--- src/rtl/misc_v_pkg.sv ---
// misc_v_pkg: opcodes, instruction field positions, control encodings and the
// decode table shared by the decode stage.
package misc_v_pkg;

    localparam int unsigned ILEN      = 16;
    localparam int unsigned REG_AW    = 3;
    localparam int unsigned OP_W      = 3;
    localparam int unsigned OP_LSB    = 0;
    localparam int unsigned RD_LSB    = 3;
    localparam int unsigned RS1_LSB   = 6;
    localparam int unsigned RS2_LSB   = 9;
    localparam int unsigned IMM_LSB   = 9;
    localparam int unsigned IMM_W     = 7;
    localparam int unsigned JIMM_LSB  = 6;
    localparam int unsigned JIMM_W    = 10;
    localparam int unsigned FUNCT_LSB = 12;
    localparam int unsigned FUNCT_W   = 4;

    localparam logic [OP_W-1:0] OP_R     = 3'b000;
    localparam logic [OP_W-1:0] OP_I     = 3'b001;
    localparam logic [OP_W-1:0] OP_LOAD  = 3'b010;
    localparam logic [OP_W-1:0] OP_STORE = 3'b011;
    localparam logic [OP_W-1:0] OP_BEQ   = 3'b100;
    localparam logic [OP_W-1:0] OP_BNE   = 3'b101;
    localparam logic [OP_W-1:0] OP_JAL   = 3'b110;
    localparam logic [OP_W-1:0] OP_NOP   = 3'b111;

    localparam logic [2:0] ALUOP_NONE = 3'b000;
    localparam logic [2:0] ALUOP_ADD  = 3'b001;
    localparam logic [2:0] ALUOP_REG  = 3'b010;

    localparam logic [1:0] RS_MEM  = 2'b00;
    localparam logic [1:0] RS_ALU  = 2'b01;
    localparam logic [1:0] RS_LINK = 2'b10;

    typedef struct packed {
        logic       reg_write;
        logic       alu_src;
        logic [2:0] alu_op;
        logic       mem_write;
        logic       mem_read;
        logic [1:0] reg_store;
    } ctrl_t;

    // Control bundle for an opcode; branches and 111 decode to all-zero.
    function automatic ctrl_t decode_ctrl(input logic [OP_W-1:0] op);
        ctrl_t c;
        c = '0;
        case (op)
            OP_R: begin
                c.reg_write = 1'b1;
                c.alu_src   = 1'b1;
                c.alu_op    = ALUOP_REG;
                c.reg_store = RS_ALU;
            end
            OP_I: begin
                c.reg_write = 1'b1;
                c.alu_op    = ALUOP_ADD;
                c.reg_store = RS_ALU;
            end
            OP_LOAD: begin
                c.reg_write = 1'b1;
                c.alu_op    = ALUOP_ADD;
                c.mem_read  = 1'b1;
                c.reg_store = RS_MEM;
            end
            OP_STORE: begin
                c.alu_op    = ALUOP_ADD;
                c.mem_write = 1'b1;
            end
            OP_JAL: begin
                c.reg_write = 1'b1;
                c.alu_op    = ALUOP_NONE;
                c.reg_store = RS_LINK;
            end
            default: ;
        endcase
        return c;
    endfunction

endpackage

--- src/rtl/misc_v_regfile.sv ---
// misc_v_regfile: 8 x XLEN register file, x0 hardwired to zero, three
// combinational read ports that see a same-cycle writeback (write-through).
module misc_v_regfile
    import misc_v_pkg::*;
#(
    parameter int unsigned XLEN = 16
) (
    input  logic              clk,
    input  logic              reset,
    input  logic              we,
    input  logic [REG_AW-1:0] waddr,
    input  logic [XLEN-1:0]   wdata,
    input  logic [REG_AW-1:0] raddr_a,
    input  logic [REG_AW-1:0] raddr_b,
    input  logic [REG_AW-1:0] raddr_c,
    output logic [XLEN-1:0]   rdata_a,
    output logic [XLEN-1:0]   rdata_b,
    output logic [XLEN-1:0]   rdata_c
);
    localparam int unsigned NREGS = 8;

    logic [XLEN-1:0] regs_q [NREGS];
    logic [XLEN-1:0] regs_d [NREGS];

    function automatic logic [XLEN-1:0] read_port(input logic [REG_AW-1:0] addr);
        if (addr == '0) return '0;
        if (we && (waddr == addr)) return wdata;
        return regs_q[addr];
    endfunction

    // Next register contents: writes to x0 are dropped.
    always_comb begin
        regs_d = regs_q;
        if (we && (waddr != '0)) regs_d[waddr] = wdata;
    end

    // Register storage, cleared by reset.
    always_ff @(posedge clk or posedge reset) begin
        if (reset) begin
            for (int i = 0; i < int'(NREGS); i++) regs_q[i] <= '0;
        end else begin
            regs_q <= regs_d;
        end
    end

    // Read ports with write-through bypass.
    always_comb begin
        rdata_a = read_port(raddr_a);
        rdata_b = read_port(raddr_b);
        rdata_c = read_port(raddr_c);
    end

endmodule

--- src/rtl/decode_pipe_unit.sv ---
// decode_pipe_unit: decode stage with register file, load-use interlock and an
// ID/EX pipeline register. Branch/JAL resolution is built only when the macro
// DECODE_BRANCH_RESOLVE_EN is defined; otherwise new_pc and jump are tied to 0.
module decode_pipe_unit
    import misc_v_pkg::*;
#(
    parameter int unsigned XLEN      = 16,
    parameter int unsigned IMM_SCALE = 1
) (
    input  logic              clk,
    input  logic              reset,
    input  logic              in_valid,
    output logic              in_ready,
    input  logic [XLEN-1:0]   pc_in,
    input  logic [ILEN-1:0]   ir_in,
    input  logic              rf_write,
    input  logic [REG_AW-1:0] rf_waddr,
    input  logic [XLEN-1:0]   rf_wdata,
    input  logic              cmp_fwd_sel1,
    input  logic              cmp_fwd_sel2,
    input  logic [XLEN-1:0]   cmp_fwd_data,
    input  logic              flush,
    output logic              out_valid,
    input  logic              out_ready,
    output logic              RegWrite,
    output logic              ALUSrc,
    output logic              MemWrite,
    output logic              MemRead,
    output logic [2:0]        ALUOp,
    output logic [1:0]        RegStore,
    output logic [3:0]        funct,
    output logic [XLEN-1:0]   Arg1,
    output logic [XLEN-1:0]   Arg2,
    output logic [XLEN-1:0]   Arg3,
    output logic [XLEN-1:0]   Imm,
    output logic [REG_AW-1:0] Rs1,
    output logic [REG_AW-1:0] Rs2,
    output logic [REG_AW-1:0] Rd,
    output logic [XLEN-1:0]   OPCP2,
    output logic [XLEN-1:0]   new_pc,
    output logic              jump
);
    typedef struct packed {
        ctrl_t              ctrl;
        logic [FUNCT_W-1:0] funct;
        logic [XLEN-1:0]    arg1;
        logic [XLEN-1:0]    arg2;
        logic [XLEN-1:0]    arg3;
        logic [XLEN-1:0]    imm;
        logic [REG_AW-1:0]  rs1;
        logic [REG_AW-1:0]  rs2;
        logic [REG_AW-1:0]  rd;
        logic [XLEN-1:0]    opcp2;
    } idex_t;

    logic [OP_W-1:0]   op;
    logic [REG_AW-1:0] rs1_idx, rs2_idx, rd_idx;
    logic [XLEN-1:0]   rs1_val, rs2_val, rd_val, imm_sext;
    logic              load_use_c, accept_c;
    logic              out_valid_q, out_valid_d;
    idex_t             idex_q, idex_d;

    assign op       = ir_in[OP_LSB +: OP_W];
    assign rd_idx   = ir_in[RD_LSB +: REG_AW];
    assign rs1_idx  = ir_in[RS1_LSB +: REG_AW];
    assign rs2_idx  = ir_in[RS2_LSB +: REG_AW];
    assign imm_sext = {{(XLEN-IMM_W){ir_in[IMM_LSB+IMM_W-1]}}, ir_in[IMM_LSB +: IMM_W]};

    misc_v_regfile #(.XLEN(XLEN)) u_regfile (
        .clk     (clk),
        .reset   (reset),
        .we      (rf_write),
        .waddr   (rf_waddr),
        .wdata   (rf_wdata),
        .raddr_a (rs1_idx),
        .raddr_b (rs2_idx),
        .raddr_c (rd_idx),
        .rdata_a (rs1_val),
        .rdata_b (rs2_val),
        .rdata_c (rd_val)
    );

    // Interlock while the load in ID/EX writes a register the offered instruction reads.
    always_comb begin
        load_use_c = 1'b0;
        if (out_valid_q && idex_q.ctrl.mem_read && (idex_q.rd != '0)) begin
            load_use_c = (idex_q.rd == rs1_idx) || (idex_q.rd == rs2_idx) ||
                         (((op == OP_STORE) || (op == OP_BEQ) || (op == OP_BNE)) &&
                          (idex_q.rd == rd_idx));
        end
    end

    assign in_ready = (~out_valid_q | out_ready) & ~load_use_c & ~flush & ~reset;
    assign accept_c = in_valid & in_ready;

    // ID/EX next state: flush clears, accept loads, consumption empties, else hold.
    always_comb begin
        out_valid_d = out_valid_q;
        idex_d      = idex_q;
        if (flush) begin
            out_valid_d = 1'b0;
            idex_d      = '0;
        end else if (accept_c) begin
            out_valid_d  = 1'b1;
            idex_d.ctrl  = decode_ctrl(op);
            idex_d.funct = ir_in[FUNCT_LSB +: FUNCT_W];
            idex_d.arg1  = rs1_val;
            idex_d.arg2  = rs2_val;
            idex_d.arg3  = rd_val;
            idex_d.imm   = imm_sext;
            idex_d.rs1   = rs1_idx;
            idex_d.rs2   = rs2_idx;
            idex_d.rd    = rd_idx;
            idex_d.opcp2 = pc_in + XLEN'(2);
        end else if (out_ready) begin
            out_valid_d = 1'b0;
            idex_d      = '0;
        end
    end

    // ID/EX register.
    always_ff @(posedge clk or posedge reset) begin
        if (reset) begin
            out_valid_q <= 1'b0;
            idex_q      <= '0;
        end else begin
            out_valid_q <= out_valid_d;
            idex_q      <= idex_d;
        end
    end

    assign out_valid = out_valid_q;
    assign RegWrite  = idex_q.ctrl.reg_write;
    assign ALUSrc    = idex_q.ctrl.alu_src;
    assign ALUOp     = idex_q.ctrl.alu_op;
    assign MemWrite  = idex_q.ctrl.mem_write;
    assign MemRead   = idex_q.ctrl.mem_read;
    assign RegStore  = idex_q.ctrl.reg_store;
    assign funct     = idex_q.funct;
    assign Arg1      = idex_q.arg1;
    assign Arg2      = idex_q.arg2;
    assign Arg3      = idex_q.arg3;
    assign Imm       = idex_q.imm;
    assign Rs1       = idex_q.rs1;
    assign Rs2       = idex_q.rs2;
    assign Rd        = idex_q.rd;
    assign OPCP2     = idex_q.opcp2;

`ifdef DECODE_BRANCH_RESOLVE_EN
    logic [XLEN-1:0] cmp_a, cmp_b, br_off, jal_off;
    logic            taken_c;

    assign cmp_a   = cmp_fwd_sel1 ? cmp_fwd_data : rs1_val;
    assign cmp_b   = cmp_fwd_sel2 ? cmp_fwd_data : rd_val;
    assign br_off  = imm_sext << IMM_SCALE;
    assign jal_off = {{(XLEN-JIMM_W){ir_in[ILEN-1]}}, ir_in[JIMM_LSB +: JIMM_W]} << IMM_SCALE;

    // Redirect target and branch condition for the offered instruction.
    always_comb begin
        new_pc  = '0;
        taken_c = 1'b0;
        case (op)
            OP_BEQ: begin
                new_pc  = pc_in + br_off;
                taken_c = (cmp_a == cmp_b);
            end
            OP_BNE: begin
                new_pc  = pc_in + br_off;
                taken_c = (cmp_a != cmp_b);
            end
            OP_JAL: begin
                new_pc  = pc_in + jal_off;
                taken_c = 1'b1;
            end
            default: ;
        endcase
    end

    assign jump = accept_c & taken_c;
`else
    logic unused_cmp_fwd;

    assign unused_cmp_fwd = ^{cmp_fwd_sel1, cmp_fwd_sel2, cmp_fwd_data};
    assign new_pc         = '0;
    assign jump           = 1'b0;
`endif

endmodule

--- config.mk ---
export PLATFORM = sky130hd
export DESIGN_NAME = decode_pipe_unit
export DESIGN_NICKNAME = d
export VERILOG_FILES = /design/src/rtl/misc_v_pkg.sv /design/src/rtl/misc_v_regfile.sv /design/src/rtl/decode_pipe_unit.sv
export SDC_FILE = /design/constraint.sdc
export NUM_CORES = 1
export LEC_CHECK = 0
export ABC_AREA = 1
export CORE_MARGIN = 3
export CORE_UTILIZATION = 50
export CTS_BUF_LIST = sky130_fd_sc_hd__clkbuf_8
export CTS_CLUSTER_SIZE = 30
export DETAILED_ROUTE_END_ITERATION = 7
export GPL_TIMING_DRIVEN = 1
export PLACE_DENSITY = 0.75
export SYNTH_ARGS = -nofsm -noshare
export SYNTH_HDL_FRONTEND = slang
export SYNTH_SLANG_ARGS = --single-unit
export TNS_END_PERCENT = 50
--- constraint.sdc ---
create_clock -name clk -period 10.2 [get_ports clk]
set_input_delay 2.04 -clock clk [delete_from_list [all_inputs] [get_ports clk]]
set_output_delay 2.04 -clock clk [all_outputs]
set_load 0.02 [all_outputs]
==> reports/metrics.yaml, run 1 <==
floorplan:
  fp.dieW_microns: 169
  die_h_microns: 169
  rows: 58
  core_sq_um: 25600
  pin_count: 196
  start_util_pct: 51.6
  die-area_sq_um: 28400
worst_setup_path:
  path_max_fanout: 37
  cpMaxStageDelayCell: "clkdlybuf4s50_1"
  cp-start-kind: "input port"
  slowest_delay_ps: 640
  crit_arrival_ps: 4940
  path_cells: "clkdlybuf4s50_1, buf_4, inv_2, nand2_1, nand2_1, nand3_1, nand2_1, inv_2, nand2_1, a21boi_4, clkdlybuf4s50_1"
  critPathTopFamily: "buffers and inverters"
  crit_top_cell: "nand2_1"
  critPathCaptureType: "primary output"
  worstPathRequired_ps: 8160
  worstSetupPathType: "input port to primary output"
  critPathBufInv: 5
timing:
  drv_slew: 0
  tightest_slew_ps: 1150
  post-route-min-period_ps: 6980
  period_share_pct: 68.5
  fin_tns_setup_ps: 0
  finalSetupViolCount: 0
  rsz0062_at_grt: "false"
  maxSlewHeadroom_pct: 22.6
  max_freq_mhz: 143
  finalHoldViolCount: 0
  clock_skew_ps: 43.5
logic_synthesis:
  synthMuxAreaShare_pct: 0
  ys_seq_elements: 213
  synth_top_area_share_pct: 40.3
  synth_area_leaders: "dfrtp_1 (40%), nand2_1 (22%), nand3_1 (19%)"
  synth.cell_area_sq_um: 13200
  synth-xor-area-share_pct: 0.927
  synth_cell_types: 26
  synth-compound-area-share_pct: 4.56
  synth_top_cell_by_area: "dfrtp_1"
  synth_top_family_by_area: "simple AND/OR/NAND/NOR gates"
  avgSynthCellArea_sq_um: 6.58
  synth_fa_ha_area_share_pct: 0.0946
  synth_seq_area_share_pct: 40.3
  synthCells: 2011
  yosysWarnings: 0
  synth-simple-area-share_pct: 43.8
detailed_routing:
  vias: 14214
  drcViolationCount: 0
  postRouteWirelength_microns: 46400
  wire_per_inst_microns: 19.2
  ant_nets: 0
  drt_pass1_iterations: 7
  dr.first_iter.drc_count: 2094
  viasPerCell: 5.87
flow_run:
  max-cap-violations: 0
cts:
  ctsResizeCount: 0
  cts_tree: "done"
  cts_buffer_depth: 3
  root_buffer: "clkbuf_8"
  cts_sinks: 213
  cts.clk_slew.worst_paths_ps: 60
  postCtsSetupRepairBufs: 0
  cts_hold_buf: 0
  h-tree-depth: 2
  clk_latency_ps: 550
  numCtsBuffers: 39
grt:
  grt_pass1_wl_microns: 73500
  gr-total-overflow: 0
  antenna_found_initial: 0
  grt_pass1_vias: 13438
  grt_max_degree: 91
  grt_use_total_pct: 32.2
pwr:
  power_density_nw_per_um2: 157
  p_leak_uw: 0.00772
  peakVddDrop_uv: 95.4
finish:
  ff_latch_area_sq_um: 5330
  fin_cells: 2420
  n_antenna_cell: 0
  drive_above_1_share_pct: 5.17
  nets: 2139
  nFillCells: 2380
  syn_to_final_growth_pct: 15.7
  multi_input_area_sq_um: 6620
place:
  post-dp-hpwl_microns: 27800
  routabilityCongestion: 0.922
  dp_cells: 2352
  portBuffers: 159
outcome:
  run_status: "completed"
hold_path:
  hp-class: "flip-flop to flip-flop"
## path summary, 6_finish.rpt
path / to / startpoint / depth (start not counted) / slack, ps
worst min-delay path: u_regfile.regs_q[118] / u_regfile.regs_q[118] / 0 / 430
worst max register to register: Arg2[2] / out_valid / 5 / 7620
max in group asynchronous: u_regfile.regs_q[15] / reset / 3 / 6660
worst max-delay path: in_ready / ir_in[10] / 11 / 3220
worst min register to register: u_regfile.regs_q[118] / u_regfile.regs_q[118] / 0 / 430
min in group asynchronous: OPCP2[0] / reset / 2 / 2020
## sequential cells by signal, indices dropped and copies added (netlist names), 3 cells and up
register	flops
Arg1	16
funct	3
Arg2	16
OPCP2	16
Rs1	3
u_regfile.regs_q	128
Arg3	16
Rd	3
Imm	4
## per-stage QoR
stage | setup WS, ps | hold slack [ps] | instance area [sq um] | utilization (%) | power (uW)
2_1_floorplan | 2340 | 472 | 13300 | - | 1410
3_3_place_gp | 3290 | 410 | 14500 | 56.7 | 1580
3_5_place_dp | 3310 | 417 | 14500 | 56.7 | 1590
4_1_cts | 3300 | 429 | 15300 | 59.7 | 2400
5_1_grt | 3140 | 446 | 15300 | 59.7 | 2530
6_report | 3220 | 430 | 15300 | 59.7 | 2410
## cell usage in the layout, fill, tap and decap left out, drive strengths merged, types with 3 or more instances in the layout
cell type and n:
nand2 784, nand3 499, a21oi 3, xor2 11, buf 29, nor3 5
clkbuf 51, dfrtp 213, conb 18, clkinv 4, xnor2 3, clkdlybuf4s50 155
nor2 78, o21ai 111, inv 119
## worst reg2reg max path: stages, from the launching register on
cell and delay, ps:
dfrtp_1 440, a211oi_1 610, a21boi_4 310, buf_4 700, nand3_1 310, nand2_1 140
## kinds of logic after synthesis
family | Yosys count
other cells | 1
simple gates | 1368
compound gates | 118
xor+xnor | 14
fa+ha+maj | 1
flops | 213
buf+inv | 296
## where the power goes
group	switching, uW	internal [uW]
logic	370	191
clock network	360	445
registers	94.6	944
## cell usage after synthesis (all sizes together)
cell and n:
a211oi 1, a21boi 1, a21oi 3, a31oi 1
buf 115, clkbuf 75, clkinv 3, conb 1
dfrtp 213, ha 1, inv 103, nand2 784
nand3 499, nand4 2, nor2 78, nor3 5
o21a 1, o21ai 111, xnor2 3, xor2 11
## per-layer routing
metal | part of all wire (%) | GRT usage (%) | wire, microns
met5 | 0 | 0 | 0
met1 | 39 | 44.4 | 18000
met3 | 14 | 9.04 | 6660
met4 | 4.3 | 14.9 | 2000
met2 | 43 | 47.1 | 19700
## cell type report
class / instances / share of cell area [%]
Clock buffer: 51 / 4.59
Inverter: 106 / 2.65
Tap cell: 330 / 2.70
Sequential cell: 213 / 34.8
Multi-Input combinational cell: 1519 / 43.3
Timing Repair Buffer: 184 / 11.5
Clock inverter: 17 / 0.474
Note: power is estimated with default switching activity, not from simulation.
==> run 2: changes to the inputs <==
==> constraint.sdc (replaced) <==
create_clock -name clk -period 7.05 [get_ports clk]
set_input_delay 1.41 -clock clk [delete_from_list [all_inputs] [get_ports clk]]
set_output_delay 1.41 -clock clk [all_outputs]
set_load 0.02 [all_outputs]
==> reports/metrics.yaml, run 2 (synthesis gave the netlist of run 1 again) <==
flow_run:
  max-cap-violations: 0  # unchanged
finish:
  largest_register: "u_regfile.regs_q"
  n_antenna_cell: 0  # unchanged
  syn_to_final_growth_pct: 15.9
  largest_reg_flops: 128  # unchanged
  final_cell_mix: "nand2_1 (781), nand3_1 (498), dfrtp_1 (213)"
  nFillCells: 2375  # -0.21%
  nets: 2139  # unchanged
  final_common_cell: "nand2_1"
  drive_above_1_share_pct: 5.36  # +0.19 points
pwr:
  peakVddDrop_uv: 115  # +21%
  p_leak_uw: 0.00773  # about the same
  power_density_nw_per_um2: 229  # +46%
worst_setup_path:
  critPathCaptureType: "primary output"
  crit_top_cell: "nand2_1"
  cp-endpoint: "in_ready"
  regToRegSetupSlack_ps: 4470  # -3150 ps
  slowest_delay_ps: 690  # +50 ps
  reg2reg_to: "Arg2[0]"
  worstPathRequired_ps: 5640  # -2520 ps
  cp-start-kind: "input port"
  path_cells: "clkdlybuf4s50_1, inv_2, nand2_1, nand2_1, nand3_1, nand2_1, inv_2, nand2_1, a21boi_4, clkdlybuf4s50_1"
  path_max_fanout: 34  # -8.1%
  cpMaxStageDelayCell: "inv_2"
  crit_arrival_ps: 3730  # -1210 ps
  worstSetupPathType: "input port to primary output"
  reg2reg_from: "out_valid"
  cp-startpoint: "ir_in[7]"
  r2r_cells: 5  # unchanged
timing:
  finalHoldViolCount: 0  # unchanged
  timing.hold.ws_ps: 430  # -0.0710 ps
  maxSlewHeadroom_pct: 14.2  # -8.4 points
  max_freq_mhz: 194
  period_share_pct: 73.0
  drv_slew: 0  # unchanged
  tightest_slew_ps: 1280  # +129 ps
  finalSetupViolCount: 0  # unchanged
  post-route-min-period_ps: 5140
  fin_tns_setup_ps: 0  # unchanged
  clock_skew_ps: 30.4  # -13.1 ps
  rsz0062_at_grt: "false"
floorplan:
  pin_count: 196  # unchanged
  start_util_pct: 51.6  # unchanged
  die_h_microns: 169  # unchanged
  core_sq_um: 25600  # unchanged
  rows: 58  # unchanged
  fp.dieW_microns: 169  # unchanged
  die-area_sq_um: 28400  # unchanged
cts:
  cts_buffer_depth: 3  # unchanged
  cts_tree: "done"
  numCtsBuffers: 39  # unchanged
  cts_sinks: 213  # unchanged
  root_buffer: "clkbuf_8"
  cts.clk_slew.worst_paths_ps: 60  # about the same
  ctsResizeCount: 0  # unchanged
  postCtsSetupRepairBufs: 0  # unchanged
  h-tree-depth: 2  # unchanged
  clk_latency_ps: 560  # about the same
  cts_hold_buf: 0  # unchanged
grt:
  grt.met3_usage_pct: 8.52  # -0.51 points
  grt_max_degree: 109  # +20%
  grt_pass1_vias: 13027  # -3.1%
  antenna_found_initial: 1  # +1
  gr-usage-met1_pct: 44.0  # -0.39 points
  grtUsageMet2_pct: 45.8  # -1.3 points
  grt_use_total_pct: 31.5  # -0.70 points
  gr-total-overflow: 0  # unchanged
  grt_pass1_wl_microns: 71800  # -2.3%
  grt.busiest_layer: "met2"
place:
  routabilityCongestion: 0.930  # +0.85%
  portBuffers: 159  # unchanged
  post-dp-hpwl_microns: 27700  # -0.40%
outcome:
  run_status: "completed"
detailed_routing:
  viasPerCell: 5.86  # -0.28%
  dr.first_iter.drc_count: 1929  # -7.9%
  drt_pass1_iterations: 6  # -1
  vias: 14180  # -0.24%
  ant_nets: 0  # unchanged
  postRouteWirelength_microns: 45800  # -1.3%
  drcViolationCount: 0  # unchanged
  wire_per_inst_microns: 18.9  # -1.4%
hold_path:
  hp-class: "flip-flop to flip-flop"
==> run 2: changes by cell type in the layout (fill, tap and decap cells not counted) <==
| cell | previous run | this run |
|---|---|---|
| clkinvlp_4 | 0 | 1 |
| buf_12 | 0 | 1 |
| inv_8 | 2 | 1 |
| inv_1 | 101 | 98 |
| bufinv_16 | 0 | 1 |
| buf_4 | 25 | 24 |
| clkbuf_8 | 51 | 49 |
| clkinv_2 | 1 | 6 |
==> run 2: per-layer routing <==
layer / vias up / share of wire, %
met5: - / 0.028
met3: 166 / 14
li1: 6505 / -
met4: 2 / 4.3
met2: 991 / 42
met1: 6516 / 40
==> run 2: worst min path at each step <==
stage                     startpoint                     to  cells after the start
2_1_floorplan  u_regfile.regs_q[112]  u_regfile.regs_q[112]                      1
3_3_place_gp   u_regfile.regs_q[122]  u_regfile.regs_q[122]                      0
3_5_place_dp   u_regfile.regs_q[121]  u_regfile.regs_q[121]                      0
4_1_cts        u_regfile.regs_q[114]  u_regfile.regs_q[114]                      0
5_1_grt        u_regfile.regs_q[125]  u_regfile.regs_q[125]                      0
6_report       u_regfile.regs_q[112]  u_regfile.regs_q[112]                      0
==> run 2: area by class of cell <==
cell class                 instances  area (sq um)  share of cell area [%]
sequential                       213          5330                    34.8
clock inverter                    20           116                   0.759
clock buffer                      49           674                    4.40
multi-input combinational       1519          6620                    43.2
inverter                         106           402                    2.62
tap                              330           413                    2.69
timing repair buffer             184          1770                    11.6
==> run 2: per-stage QoR <==
step	cell area, sq um	power, uW	util, %	setup slack (ps)	std cells
2_1_floorplan	13300	2040	-	2870	2028
3_3_place_gp	14500	2280	56.7	1970	2352
3_5_place_dp	14500	2300	56.7	2010	2352
4_1_cts	15300	3500	59.8	1990	2421
5_1_grt	15300	3700	59.8	1850	2421
6_report	15300	3520	59.8	1910	2421
==> run 2: report_power, final <==
part,switching (uW),total (uW),leakage [uW],internal [uW]
clock network,544,1210,0.000460,663
logic,529,806,0.00448,278
registers,136,1500,0.00279,1370
total,1210,3520,0.00773,2310
==> run 2: critical path: cells and delay by family <==
| family | cells | cell delay (ps) |
|---|---|---|
| AND/OR/NAND/NOR | 5 | 480 |
| buffers and inverters | 4 | 1750 |
| AO/OA/AOI/OAI | 1 | 80 |
==> run 3: changes to the inputs <==
==> constraint.sdc (replaced) <==
create_clock -name clk -period 5.2 [get_ports clk]
set_input_delay 1.04 -clock clk [delete_from_list [all_inputs] [get_ports clk]]
set_output_delay 1.04 -clock clk [all_outputs]
set_load 0.02 [all_outputs]
==> reports/metrics.yaml, run 3 (synthesis gave the netlist of run 1 again) <==
pwr:
  p_int_uw: 3100  # +34%
  netSwitchingPower_uw: 1630  # +35%
  seqPwrFrac_pct: 43.0  # +0.3 points
  pwr-share-comb_pct: 23.5  # +0.6 points
  p_leak_uw: 0.00774  # +0.14%
  clkPwrFrac_pct: 33.5  # -0.8 points
  power_density_nw_per_um2: 308  # +34%
  switching_share_pct: 34.5  # +0.13 points
  peakVddDrop_uv: 188  # +63%
worst_setup_path:
  path_max_fanout: 18  # -47%
  critPathCaptureType: "primary output"
  cpMaxStageDelayCell: "clkdlybuf4s50_1"
  path_cells: "clkdlybuf4s50_1, inv_2, nand2_1, nand2_1, nor2_1, nand3_1, nand2_1, a21boi_4, clkdlybuf4s50_1"
  cp-start-kind: "input port"
  worstPathRequired_ps: 4160  # -1480 ps
  slowest_delay_ps: 630  # -60 ps
  crit_top_cell: "nand2_1"
  worstSetupPathType: "input port to primary output"
  crit_arrival_ps: 3180  # -550 ps
cts:
  cts_tree: "done"
  postCtsSetupRepairBufs: 0  # unchanged
  clk_latency_ps: 560  # about the same
  root_buffer: "clkbuf_8"
  cts_buffer_depth: 3  # unchanged
  cts_sinks: 213  # unchanged
  cts.clk_slew.worst_paths_ps: 60  # about the same
  h-tree-depth: 2  # unchanged
  cts_hold_buf: 0  # unchanged
  ctsResizeCount: 0  # unchanged
  numCtsBuffers: 39  # unchanged
grt:
  grt_pass1_wl_microns: 72800  # +1.4%
  gr-total-overflow: 0  # unchanged
  grt_pass1_vias: 13147  # +0.92%
  grt_use_total_pct: 32.0  # +0.51 points
  grt_max_degree: 103  # -5.5%
  antenna_found_initial: 0  # -1
floorplan:
  start_util_pct: 51.6  # unchanged
  core_sq_um: 25600  # unchanged
  fp.dieW_microns: 169  # unchanged
  rows: 58  # unchanged
  die_h_microns: 169  # unchanged
  pin_count: 196  # unchanged
  die-area_sq_um: 28400  # unchanged
detailed_routing:
  viasPerCell: 5.85  # -0.16%
  vias: 14169  # -0.078%
  postRouteWirelength_microns: 46700  # +2.0%
  drt_pass1_iterations: 6  # unchanged
  wire_per_inst_microns: 19.3  # +1.9%
  drcViolationCount: 0  # unchanged
  ant_nets: 0  # unchanged
  dr.first_iter.drc_count: 2176  # +13%
finish:
  syn_to_final_growth_pct: 16.2
  largest_register: "u_regfile.regs_q"
  final_cell_mix: "nand2_1 (781), nand3_1 (498), dfrtp_1 (213)"
  nets: 2146  # +0.33%
  n_antenna_cell: 0  # unchanged
  drive_above_1_share_pct: 5.54  # +0.19 points
  final_common_cell: "nand2_1"
  largest_reg_flops: 128  # unchanged
place:
  routabilityCongestion: 0.948  # +2.0%
  post-dp-hpwl_microns: 28300  # +2.2%
  portBuffers: 159  # unchanged
  pre_cts_slack_ps: 1050  # -954 ps
timing:
  rsz0062_at_grt: "false"
  post-route-min-period_ps: 4220
  period_share_pct: 81.1
  finalHoldViolCount: 0  # unchanged
  clock_skew_ps: 26.1  # -4.31 ps
  drv_slew: 0  # unchanged
  fin_tns_setup_ps: 0  # unchanged
  finalWorstSetupSlack_ps: 983  # -922 ps
  finalSetupViolCount: 0  # unchanged
  tightest_slew_ps: 1180  # -106 ps
  max_freq_mhz: 237
  maxSlewHeadroom_pct: 21.2  # +7.1 points
hold_path:
  hp-class: "flip-flop to flip-flop"
outcome:
  run_status: "completed"
flow_run:
  max-cap-violations: 0  # unchanged
## run 3: cell count changes in the layout (fill, tap and decap cells not counted)
cell / delta
inv_1: -2
clkbuf_8: -2
buf_4: +5
buf_12: +2
clkinv_2: -2
clkinvlp_4: +1
## run 3: critical path, delay by kind of cell
kind	cells	cell delay [ps]
buf+inv	3	1560
simple gates	5	410
compound gates	1	170
## run 3: routing by layer
metal	vias up	wire, microns	global-route usage (%)
met1	6522	18400	44.1
met4	0	1700	12.1
met2	972	20100	47.6
li1	6519	-	-
met5	-	0	0
met3	156	6390	9.88
## run 3: stage by stage
stage	std cells	util (%)	hold slack, ps	instance area (sq um)	total power, uW
after global routing	2423	60.0	435	15400	4980
after detailed placement	2359	57.0	411	14600	3130
after CTS	2423	60.0	424	15400	4710
after floorplan	2028	-	472	13300	2760
final	2423	60.0	426	15400	4730
after global placement	2359	57.0	411	14600	3100
## run 3: path summary, 6_finish.rpt
path                                       startpoint               endpoint  slack (ps)  cells past startpoint
max in group asynchronous                       reset   u_regfile.regs_q[26]        3340                      3
worst max-delay path                         ir_in[5]               in_ready         980                      9
worst max register to register                  Rd[0]                Arg2[1]        2770                     11
min in group asynchronous                       reset               ALUOp[1]         920                      2
worst min-delay path            u_regfile.regs_q[112]  u_regfile.regs_q[112]         430                      0
worst min register to register  u_regfile.regs_q[112]  u_regfile.regs_q[112]         430                      0
## run 3: final cells by class
class | instances | area [sq um]
Clock buffer | 47 | 647
Multi-Input combinational cell | 1519 | 6620
Timing Repair Buffer | 191 | 1850
Clock inverter | 17 | 106
Fill cell | 2364 | 10300
Tap cell | 330 | 413
Inverter | 106 | 402
Sequential cell | 213 | 5330
## run 3: power by group through the flow
stage               Combinational, uW  Sequential (uW)  Clock [uW]
global placement                 1060             2040           0
detailed placement               1080             2050           0
CTS                              1090             2020        1600
floorplan                         719             2040           0
global route                     1240             2060        1690
finish                           1110             2030        1590
==> patch, RTL diff (config.mk and constraints of run 3) <==
The option `DECODE_BRANCH_RESOLVE_EN` is turned on by a define.
--- a/src/rtl/decode_pipe_unit.sv
+++ b/src/rtl/decode_pipe_unit.sv
@@ -1,6 +1,8 @@
 // decode_pipe_unit: decode stage with register file, load-use interlock and an
 // ID/EX pipeline register. Branch/JAL resolution is built only when the macro
 // DECODE_BRANCH_RESOLVE_EN is defined; otherwise new_pc and jump are tied to 0.
+`define DECODE_BRANCH_RESOLVE_EN
+
 module decode_pipe_unit
     import misc_v_pkg::*;
 #(
Check against the original RTL: not equivalent (a bounded check fails within 4 cycles, from zero or initial values and one cycle with reset high).
==> patch against run 3 <==
  * Fmax shrank 15%
  * Total power grew 8.6%
  * Register-to-register slack lost 500 ps
  * Via count grew 13%
  * Utilization grew 3.6 points
  * Sequential cell count is the same
  * Clock power grew 3%
  * Worst setup slack lost 770 ps
  * Area after synthesis grew 7.2%
  * Final area grew 15%
  * Count of clock-buffer cells in the layout grew 6
  * Wire length grew 16%
  * Sequential share of layout area shrank 4.6 points
  * Largest power group unchanged
==> patch: results (changes against run 3) <==
stage	metric	value	unit	change
cells_and_area	share of cells above drive strength 1	0.117		was 0.0554
drt	met2 WL	22700	µm	was 20,100 µm
place	HPWL after DPL	37000	µm	was 28,300 µm
drt	drt pass-1 iters	7		was 6
grt	number of global-route vias before repair	14989		was 13,147
grt	met3 GRT Util	0.0994		was 0.0988
grt	antenna violations before repair	1		was 0
drt	vias per std cell	5.93		was 5.85
synth	Synth top cells by count	nand2_1, nand3_1, dfrtp_1		unchanged
grt	met1 GRT Util	0.493		was 0.441
worst_hold_path	end of the worst hold path	u_regfile.regs_q[116]		was u_regfile.regs_q[112]
critical_path	Worst Setup EP	new_pc[13]		was in_ready
status	status	complete, no violations		unchanged
power_and_ir_drop	NetSw	1.81	mW	was 1.63 mW
cells_and_area	Nets	2382		was 2,146
grt	first-pass GRT wire length	84600	µm	was 72,800 µm
timing	Worst Skew	26.0	ps	was 26.1 ps
critical_path	CP startpoint	ir_in[0]		was ir_in[5]
power_and_ir_drop	power of the clock network	1.64	mW	was 1.59 mW
critical_path	worst r2r dst	Arg3[13]		was Arg2[1]
cells_and_area	Fill cells	2463		was 2,364
cells_and_area	area occupied by multi-input gates	7530	µm²	was 6620 µm²
critical_path	Critical Path Fanout Max	8		was 18
place	Final GP Congestion	0.982		was 0.948
floorplanning	Tapcell Cnt	378		was 330
cells_and_area	Layout area overhead	25.0	%	was 16.2%
critical_path	FF-to-FF Start	Rd[1]		was Rd[0]
place	Port Buffer Count	194		was 159
grt	grt met2 use	0.513		was 0.476
power_and_ir_drop	Leakage	8.57	nW	was 7.74 nW
critical_path	R2R setup slack	2270	ps	was 2770 ps
clocking	cts bufs inserted	38		was 39
cells_and_area	ANT cells	2		was 0
critical_path	R2R cell count	13		was 11
timing	Slew @ Worst Pin	1190	ps	was 1180 ps
drt	Met3 Routed Length	7370	µm	was 6390 µm
power_and_ir_drop	P_comb	1.44	mW	was 1.11 mW
cells_and_area	Seq area share	0.301		was 0.347
worst_hold_path	worst hold start	u_regfile.regs_q[116]		was u_regfile.regs_q[112]
clocking	post-cts sizing count	7		was 0
drt	Metal-1 WL	21800	µm	was 18,400 µm
cells_and_area	multi-input combinational gate total	1570		was 1,519
==> patch: logic make-up after synthesis <==
kind of cell               after synthesis  synth area share
adders and majority gates               16            0.0147
xor gates and xnor gates                13           0.00803
AOI/OAI and AO/OA                      423             0.172
other                                    1          0.000265
and+or+nand+nor                       1117             0.335
buffers and inverters                  306            0.0941
DFF                                    213             0.376
==> patch: through the flow <==
| step | hold WS, ps | util | power [mW] | setup slack [ps] | cells |
|---|---|---|---|---|---|
| floorplan | 429 | - | 2.88 | 623 | 2089 |
| global placement | 367 | 0.607 | 3.43 | -146 | 2629 |
| detailed placement | 368 | 0.607 | 3.47 | -181 | 2629 |
| CTS | 382 | 0.635 | 5.11 | 3.69 | 2696 |
| global route | 387 | 0.636 | 5.40 | 0.377 | 2697 |
| finish | 388 | 0.636 | 5.13 | 217 | 2698 |
==> patch: worst max-delay path, delay by kind of cell <==
family	cells	cell delay, ps
simple gates	4	320
buf+inv	7	1120
compound gates	6	880
fa+ha+maj	2	570
